**config.mk**
```make
export PLATFORM = sky130hd
export DESIGN_NAME = udm_csr_bank
export DESIGN_NICKNAME = d
export VERILOG_FILES = /design/src/rtl/udm_bus_pkg.sv /design/src/rtl/udm_resp_pipe.sv /design/src/rtl/udm_csr_bank.sv
export SDC_FILE = /design/constraint.sdc
export NUM_CORES = 1
export LEC_CHECK = 0
export ABC_CLOCK_PERIOD_IN_PS = 2400
export CORE_MARGIN = 5
export CORE_UTILIZATION = 53
export CTS_BUF_LIST = sky130_fd_sc_hd__clkbuf_8 sky130_fd_sc_hd__clkbuf_16
export CTS_CLUSTER_SIZE = 14
export DETAILED_ROUTE_END_ITERATION = 10
export DONT_BUFFER_PORTS = 1
export PLACE_DENSITY = 0.69
export SETUP_SLACK_MARGIN = 0.4
export SKIP_LAST_GASP = 1
export SLEW_MARGIN = 0
export SYNTH_ARGS = -nofsm -noshare
export SYNTH_HDL_FRONTEND = slang
export SYNTH_SLANG_ARGS = --single-unit
```
**constraint.sdc**
```tcl
create_clock -name clk_i -period 2.4 [get_ports clk_i]
set_input_delay 0.36 -clock clk_i [delete_from_list [all_inputs] [get_ports clk_i]]
set_output_delay 0.36 -clock clk_i [all_outputs]
set_load 0.1 [all_outputs]
```
**src/rtl/udm_bus_pkg.sv**
```systemverilog
// Shared widths and helpers for UDM MemSplit32 bus slaves.
// be_merge builds the word left behind by a byte-enabled write.
package udm_bus_pkg;

  localparam int BUS_AW  = 32;
  localparam int BUS_DW  = 32;
  localparam int BUS_BEW = 4;

  function automatic logic [BUS_DW-1:0] be_merge(
    input logic [BUS_DW-1:0]  old_word,
    input logic [BUS_DW-1:0]  wdata,
    input logic [BUS_BEW-1:0] be
  );
    logic [BUS_DW-1:0] res;
    res = old_word;
    for (int k = 0; k < BUS_BEW; k++) begin
      if (be[k]) res[8*k +: 8] = wdata[8*k +: 8];
    end
    return res;
  endfunction

endpackage

```
**src/rtl/udm_resp_pipe.sv**
```systemverilog
// Valid/data delay line for bus read responses, DEPTH register stages.
// Data is held at zero whenever its valid bit is clear, so idle outputs can be OR-combined.
module udm_resp_pipe #(
  parameter int DW    = 32,
  parameter int DEPTH = 1
) (
  input  logic          clk_i,
  input  logic          clr_ni,
  input  logic          valid_i,
  input  logic [DW-1:0] data_i,
  output logic          valid_o,
  output logic [DW-1:0] data_o
);

  logic [DEPTH-1:0]         vld_q;
  logic [DEPTH-1:0][DW-1:0] dat_q;

  always_ff @(posedge clk_i) begin
    if (!clr_ni) begin
      vld_q <= '0;
      dat_q <= '0;
    end else begin
      vld_q[0] <= valid_i;
      dat_q[0] <= valid_i ? data_i : '0;
      for (int k = 1; k < DEPTH; k++) begin
        vld_q[k] <= vld_q[k-1];
        dat_q[k] <= dat_q[k-1];
      end
    end
  end

  assign valid_o = vld_q[DEPTH-1];
  assign data_o  = vld_q[DEPTH-1] ? dat_q[DEPTH-1] : '0;

endmodule

```
**src/rtl/udm_csr_bank.sv**
```systemverilog
// Control/status register bank on the UDM debug bus: NUM_RW writable plus
// NUM_RO read-only words at BASE_ADDR, with byte-enable writes and write strobes.
module udm_csr_bank
  import udm_bus_pkg::*;
#(
  parameter logic [BUS_AW-1:0]        BASE_ADDR  = '0,
  parameter int                       NUM_RW     = 4,
  parameter int                       NUM_RO     = 2,
  parameter logic [NUM_RW*BUS_DW-1:0] RST_VAL    = '0,
  parameter int                       RD_LATENCY = 1,
  // keeps ro_regs_bi at least one word wide when NUM_RO = 0
  localparam int                      RO_N       = (NUM_RO > 0) ? NUM_RO : 1
) (
  input  logic                       clk_i,
  input  logic                       rst_ni,
  input  logic                       bus_req_i,
  input  logic                       bus_we_i,
  input  logic [BUS_AW-1:0]          bus_addr_bi,
  input  logic [BUS_BEW-1:0]         bus_be_bi,
  input  logic [BUS_DW-1:0]          bus_wdata_bi,
  output logic                       bus_ack_o,
  output logic                       bus_resp_o,
  output logic [BUS_DW-1:0]          bus_rdata_bo,
  output logic [NUM_RW*BUS_DW-1:0]   rw_regs_bo,
  output logic [NUM_RW-1:0]          rw_wr_pulse_o,
  input  logic [RO_N*BUS_DW-1:0]     ro_regs_bi
);

  localparam int                NUM_ALL = NUM_RW + NUM_RO;
  localparam logic [BUS_AW-1:0] SPAN    = BUS_AW'(4 * NUM_ALL);

  logic [BUS_AW-1:0]        off;
  logic [BUS_AW-3:0]        idx;
  logic                     hit;
  logic                     wr_acc;
  logic                     rd_acc;
  logic [BUS_DW-1:0]        rd_sel;
  logic [NUM_RW*BUS_DW-1:0] rw_q;
  logic [NUM_RW-1:0]        pulse_q;
  logic                     unused_addr_lsb;

  // Unsigned wrap makes every address below BASE_ADDR look far out of range.
  assign off             = bus_addr_bi - BASE_ADDR;
  assign hit             = (off < SPAN);
  assign idx             = off[BUS_AW-1:2];
  assign unused_addr_lsb = ^off[1:0];

  assign bus_ack_o = bus_req_i & hit;
  assign wr_acc    = bus_ack_o & bus_we_i;
  assign rd_acc    = bus_ack_o & ~bus_we_i;

  always_ff @(posedge clk_i) begin
    if (!rst_ni) begin
      rw_q    <= RST_VAL;
      pulse_q <= '0;
    end else begin
      pulse_q <= '0;
      for (int i = 0; i < NUM_RW; i++) begin
        if (wr_acc && (idx == (BUS_AW-2)'(i))) begin
          rw_q[i*BUS_DW +: BUS_DW] <= be_merge(rw_q[i*BUS_DW +: BUS_DW], bus_wdata_bi, bus_be_bi);
          pulse_q[i]               <= 1'b1;
        end
      end
    end
  end

  always_comb begin
    rd_sel = '0;
    for (int i = 0; i < NUM_RW; i++) begin
      if (idx == (BUS_AW-2)'(i)) rd_sel = rw_q[i*BUS_DW +: BUS_DW];
    end
    for (int j = 0; j < NUM_RO; j++) begin
      if (idx == (BUS_AW-2)'(NUM_RW + j)) rd_sel = ro_regs_bi[j*BUS_DW +: BUS_DW];
    end
  end

  // Reset doubles as the pipe clear so in-flight responses are dropped.
  udm_resp_pipe #(
    .DW    (BUS_DW),
    .DEPTH (RD_LATENCY)
  ) u_resp_pipe (
    .clk_i   (clk_i),
    .clr_ni  (rst_ni),
    .valid_i (rd_acc),
    .data_i  (rd_sel),
    .valid_o (bus_resp_o),
    .data_o  (bus_rdata_bo)
  );

  assign rw_regs_bo    = rw_q;
  assign rw_wr_pulse_o = pulse_q;

endmodule

```
# Word level (Yosys, flattened, before mapping)
# Cells that the tools add are included.
[word_totals]
reg_bits = 165
wordCells = 62
[classes]
bitwise_logic = 4
magnitude_cmp = 1
n_mux = 11
reduce_logical = 22
n_eq_ne = 5
[ops]
columns = ["operator", "n"]
rows = [
  ["32-bit two-way mux", 7],
  ["30-bit by 2-bit == test with 1-bit output, second input constant", 2],
  ["30-bit by 3-bit == test with 1-bit output, second input constant", 2],
  ["2-bit AND reduction", 17],
  ["32-bit by 5-bit less-than comparator with 1-bit output, second input constant", 1],
  ["30-bit by 1-bit == test with 1-bit output, second input constant", 1],
  ["30-bit zero test", 1],
  ["1-bit logical AND", 4],
  ["1-bit two-way mux", 4],
  ["1-bit AND", 3],
  ["1-bit inverter", 1],
]

# Depth between registers and ports, before layout
[depth]
ltp_word = 7
ltp_mapped = 7
depth_no_buf = 4

# Hierarchy
# Synthesis repeated with hierarchy kept, for this count alone.
[unflattened]
cells_unflattened = 840
hier_area_um2 = 7931.4
[by_module_without_submodules]
columns = ["module", "area_per_inst_um2", "seq_area_each_um2", "instances", "cells_per_inst"]
rows = [
  ["udm_csr_bank", 6790.3, 2642.5, 1, 733],
  ["udm_resp_pipe", 1141.1, 660.6, 1, 107],
]

# Worst setup path before layout
# No wires, ideal clock.
[synth_path]
path_type = "input-to-output"
startpoint = "input port bus_addr_bi[11]"
endpoint = "output port bus_ack_o"
t_required_ns = 2.040
cell_stages = 4
t_arrival_ns = 3.412
slack_ns = -1.372
cell_sequence = "nor4_1 -> nand4_1 -> buf_1 -> nor3_1"
[synth_via]
elab_chain_len = 2
[synth_lines]
columns = ["item", "line_no", "source"]
rows = [
  ["from (decl)", "udm_csr_bank.sv:18", "input logic [BUS_AW-1:0] bus_addr_bi,"],
  ["32-bit by 5-bit less-than comparator with 1-bit output", "udm_csr_bank.sv:44", "assign hit = (off < SPAN);"],
  ["1-bit AND", "udm_csr_bank.sv:48", "assign bus_ack_o = bus_req_i & hit;"],
  ["to (decl)", "udm_csr_bank.sv:21", "output logic bus_ack_o,"],
]
# Every way passes these cells.

# Worst setup path in the final report
[layout_path]
startpoint = "input port bus_addr_bi[11]"
endpoint = "register u_resp_pipe.dat_q[1] in the netlist's numbering"
[layout_via]
elab_chain_len = 7
word_cells_on_any_way = 16
cone_classes = "1 x order compare; 5 x eq/ne; 6 x mux; 2 x bitwise; 2 x reduce/logical"
[layout_lines]
columns = ["item", "line_no", "source"]
rows = [
  ["branches (longest 7 deep; another with 32-bit by 5-bit less-than comparator with 1-bit output)", "-", ""],
  ["to (signal, indexed assignment)", "udm_resp_pipe.sv:27", "dat_q[k] <= dat_q[k-1];"],
  ["to (decl)", "udm_resp_pipe.sv:16", "logic [DEPTH-1:0][DW-1:0] dat_q;"],
]
# Several ways; the timed one is not identified.
# A chain may end at the register's enable or synchronous reset.

==> impl_metrics.py <==
metrics = {
    "route": {
        "initialDrtViolationCount": 357,
        "via_count": 6835,
        "vias_per_cell": 5.887,
        "ant_nets": 0,
        "drt-total-wl_um": 25120,
        "avgRoutedWirePerCell_um": 21.64,
        "drcViolationCount": 0,
        "drt_pre_antenna_iters": 5,
    },
    "critical_path": {
        "criticalPathCategory": "input port to register",
        "crit_path_start": "bus_addr_bi[11]",
        "r2r-start": "rw_regs_bo[103]",
        "start_kind": "input port",
        "reg2reg_depth": 4,
        "crit_end": "u_resp_pipe.dat_q[1]",
        "required_ns": 2.73,
        "ff2ff_setup_slack_ns": 0.91,
        "path_max_fanout": 25,
        "critPathMaxStageDelay_ns": 0.73,
        "cp-end-kind": "register",
        "crit_arrival_ns": 2.26,
        "slowest_stage": "or4b_2",
        "cpMostUsedCell": "buf_4",
        "path_cells": "nor4_4, nand4_1, buf_4, buf_4, or4b_2, buf_12, a211oi_1",
        "timing.rr.end": "u_resp_pipe.dat_q[7]",
    },
    "grt": {
        "gr-total-overflow": 0,
        "grt_start_max_net_pins": 164,
        "grt_first_pass_wirelength_um": 39170,
        "grt_usage_pct": 27.85,
        "grt_pass1_vias": 6985,
        "antenna_found_initial": 0,
    },
    "synthesis": {
        "synth.top_cell.area_share_pct": 41.04,
        "synth_seq_cells": 165,
        "synth.distinct_cells": 36,
        "netlist_instances": 822,
        "synth.net_count": 958,
        "seq_area_frac_synth_pct": 41.04,
        "yosysWarnings": 0,
        "synth_ff_type": "dfxtp_1",
        "synthTopCellsByArea": "dfxtp_1, mux2i_1, nand2_1",
        "synth.avg_cell_area_um2": 9.792,
        "yosysTopAreaCell": "dfxtp_1",
        "synth_edf_count": 0,
        "ys_async_sr_fraction_pct": 0,
        "syn-cell-area_um2": 8049,
    },
    "pwr": {
        "max-vdd-ir-drop_v": 0.0004639,
        "p_seq_share_pct": 48.2,
        "internal_power_mw": 4.426,
        "comb_power_share_pct": 4.3,
        "swShare_pct": 22.10,
        "power.share.clock_pct": 47.6,
        "p_sw_mw": 1.256,
        "p_leak_nw": 3.954,
        "p_per_area_nw_per_um2": 561.1,
    },
    "finish": {
        "stdcell_count": 1161,
        "area_growth_pct": 25.80,
        "diodes": 0,
        "finish.utilization_pct": 67.36,
        "nets": 1096,
        "drive_above_1_share_pct": 37.00,
    },
    "sta": {
        "timing.hold.ws_ns": 0.03905,
        "hold_viol": 0,
        "setup_slack_ns": 0.4707,
        "clock_skew_ns": 0.006755,
        "worstMarginPinSlew_ns": 0.5206,
        "setup_violations": 0,
        "finalCriticalPeriod_ns": 1.929,
        "maxClockFrequency_ghz": 0.5183,
        "slew_viol_final": 0,
        "fin_tns_setup_ns": 0,
        "period_share_pct": 80.39,
        "relSlewSlack_pct": 64.98,
        "rsz0062_at_grt": "true",
    },
    "flow_run": {
        "maxCapViolations": 0,
    },
    "clocking": {
        "cts_buffers": 17,
        "clock_latency_ns": 0.42,
        "cts_buffer_depth": 2,
        "clockRootBuffer": "clkbuf_16",
        "clk_transition_reported_paths_ns": 0.06,
        "htreeDepth": 4,
        "cts_sinks": 165,
        "cts_tree": "yes",
        "hold_buffers": 0,
    },
    "place": {
        "portBuffers": 0,
        "pre_cts_slack_ns": 0.06598,
        "gp_congestion": 0.8595,
        "dp_hpwl_um": 17750,
        "place_inst": 1127,
    },
    "run_status": {
        "outcome": "finished clean",
    },
    "floorplan": {
        "die_w_um": 133.2,
        "die_y_um": 133.2,
        "floorplan.die_area_um2": 17750,
        "ios": 302,
        "rows": 45,
        "design.core.area_um2": 15030,
        "initial_core_util_pct": 53.54,
    },
    "worst_hold_path": {
        "hp-class": "input port to register",
        "hold_depth": 1,
    },
}
layer usage:
| metal | GRT usage (%) | routed length, um | vias up |
|---|---|---|---|
| met3 | 8.686 | 2125 | 44 |
| met1 | 34.06 | 9899 | 3346 |
| met5 | 0 | 0 | - |
| met2 | 46.47 | 12450 | 287 |
| li1 | - | - | 3158 |
| met4 | 10.06 | 641 | 0 |
per-stage QoR:
stage          area, um^2  total power [mW]
6_report            10130             5.682
5_1_grt             10130             5.849
4_1_cts             10090             5.708
3_5_place_dp         9484             3.038
3_3_place_gp         9484             3.027
2_1_floorplan        8184             3.059
sequential cells by signal (all words and copies together) (netlist names):
name	count
rw_regs_bo	128
u_resp_pipe.dat_q	32
rw_wr_pulse_o	4
u_resp_pipe.valid_o	1
cells in the mapped netlist (11+ instances only):
master    count
or2_2        18
a211oi_2     14
nor2b_1      21
mux2i_1     128
o21ai_0      30
nand3_1      21
nor4_4       11
o22ai_1      15
nor2_1       20
mux4_2       17
o211ai_1     17
dfxtp_1     165
clkbuf_1     43
nor3_1       12
nand2_1     176
mux2_2       30
and2_1       33
worst max-delay path: cells and delay by family:
family	cells	cell delay, ns
AO/OA/AOI/OAI	1	0.24
buffers and inverters	3	0.52
AND/OR/NAND/NOR	3	1.14
worst min path at each step:
stage	start	to	slack, ns
after global placement	rw_regs_bo[79]	rw_regs_bo[79]	0.45
final	bus_addr_bi[4]	rw_wr_pulse_o[0]	0.04
after detailed placement	rw_regs_bo[79]	rw_regs_bo[79]	0.45
after global routing	bus_addr_bi[4]	rw_wr_pulse_o[0]	0.02
after floorplan	ro_regs_bi[33]	u_resp_pipe.dat_q[1]	0.54
after CTS	bus_addr_bi[4]	rw_wr_pulse_o[2]	0.006
cell type report:
class | count | area (um^2)
clock buffers | 19 | 452.9
clock inverters | 13 | 133.9
fillers | 1161 | 4907
inverters | 2 | 7.507
multi-input cells | 595 | 4613
flip-flops and latches | 165 | 3307
well taps | 188 | 235.2
repair buffers | 179 | 1376
repair_timing:
action / 4_1_cts / 5_1_grt
setup buffers: 2 / 0
setup endpoints to repair: 33 / 29
pin swaps: 1 / 0
resized for setup: 2 / 5
cloned: 0 / 0
cells by family after synthesis:
logic type	count (synthesis)	share of synthesized area, %
and+or+nand+nor	341	23.69
DFF	165	41.04
muxes	175	24.87
buffers and inverters	62	3.327
AOI/OAI and AO/OA	79	7.073
cells in the final DEF, fill, tap and decap left out, types with 2 or more instances in the layout:
cell type,synthesis,layout
a211oi_1,3,3
o211ai_1,17,17
clkbuf_16,0,17
clkinvlp_4,0,4
o21ai_0,30,30
or2_2,18,18
a211oi_2,14,14
mux2i_1,128,128
buf_4,1,175
nor3_4,8,9
nor2b_1,21,21
and4_1,2,2
mux4_2,17,17
mux2_2,30,30
dfxtp_1,165,164
clkbuf_8,0,2
o22ai_1,15,15
nand2_1,176,176
buf_6,3,2
nand3_1,21,21
nor4_4,11,13
bufinv_16,0,2
inv_1,2,4
and2_1,33,3
clkinv_2,0,2
clkinv_4,0,2
nor4b_1,2,2
and2_2,0,30
nor3_2,5,15
nor2_1,20,20
buf_12,0,2
power by group through the flow:
stage / Combinational [mW] / Clock [mW] / Sequential, mW
CTS: 0.240 / 2.73 / 2.74
finish: 0.243 / 2.70 / 2.74
global route: 0.264 / 2.85 / 2.73
global placement: 0.228 / 0 / 2.80
floorplan: 0.260 / 0 / 2.80
detailed placement: 0.239 / 0 / 2.80
(Power assumes the default switching activity.)
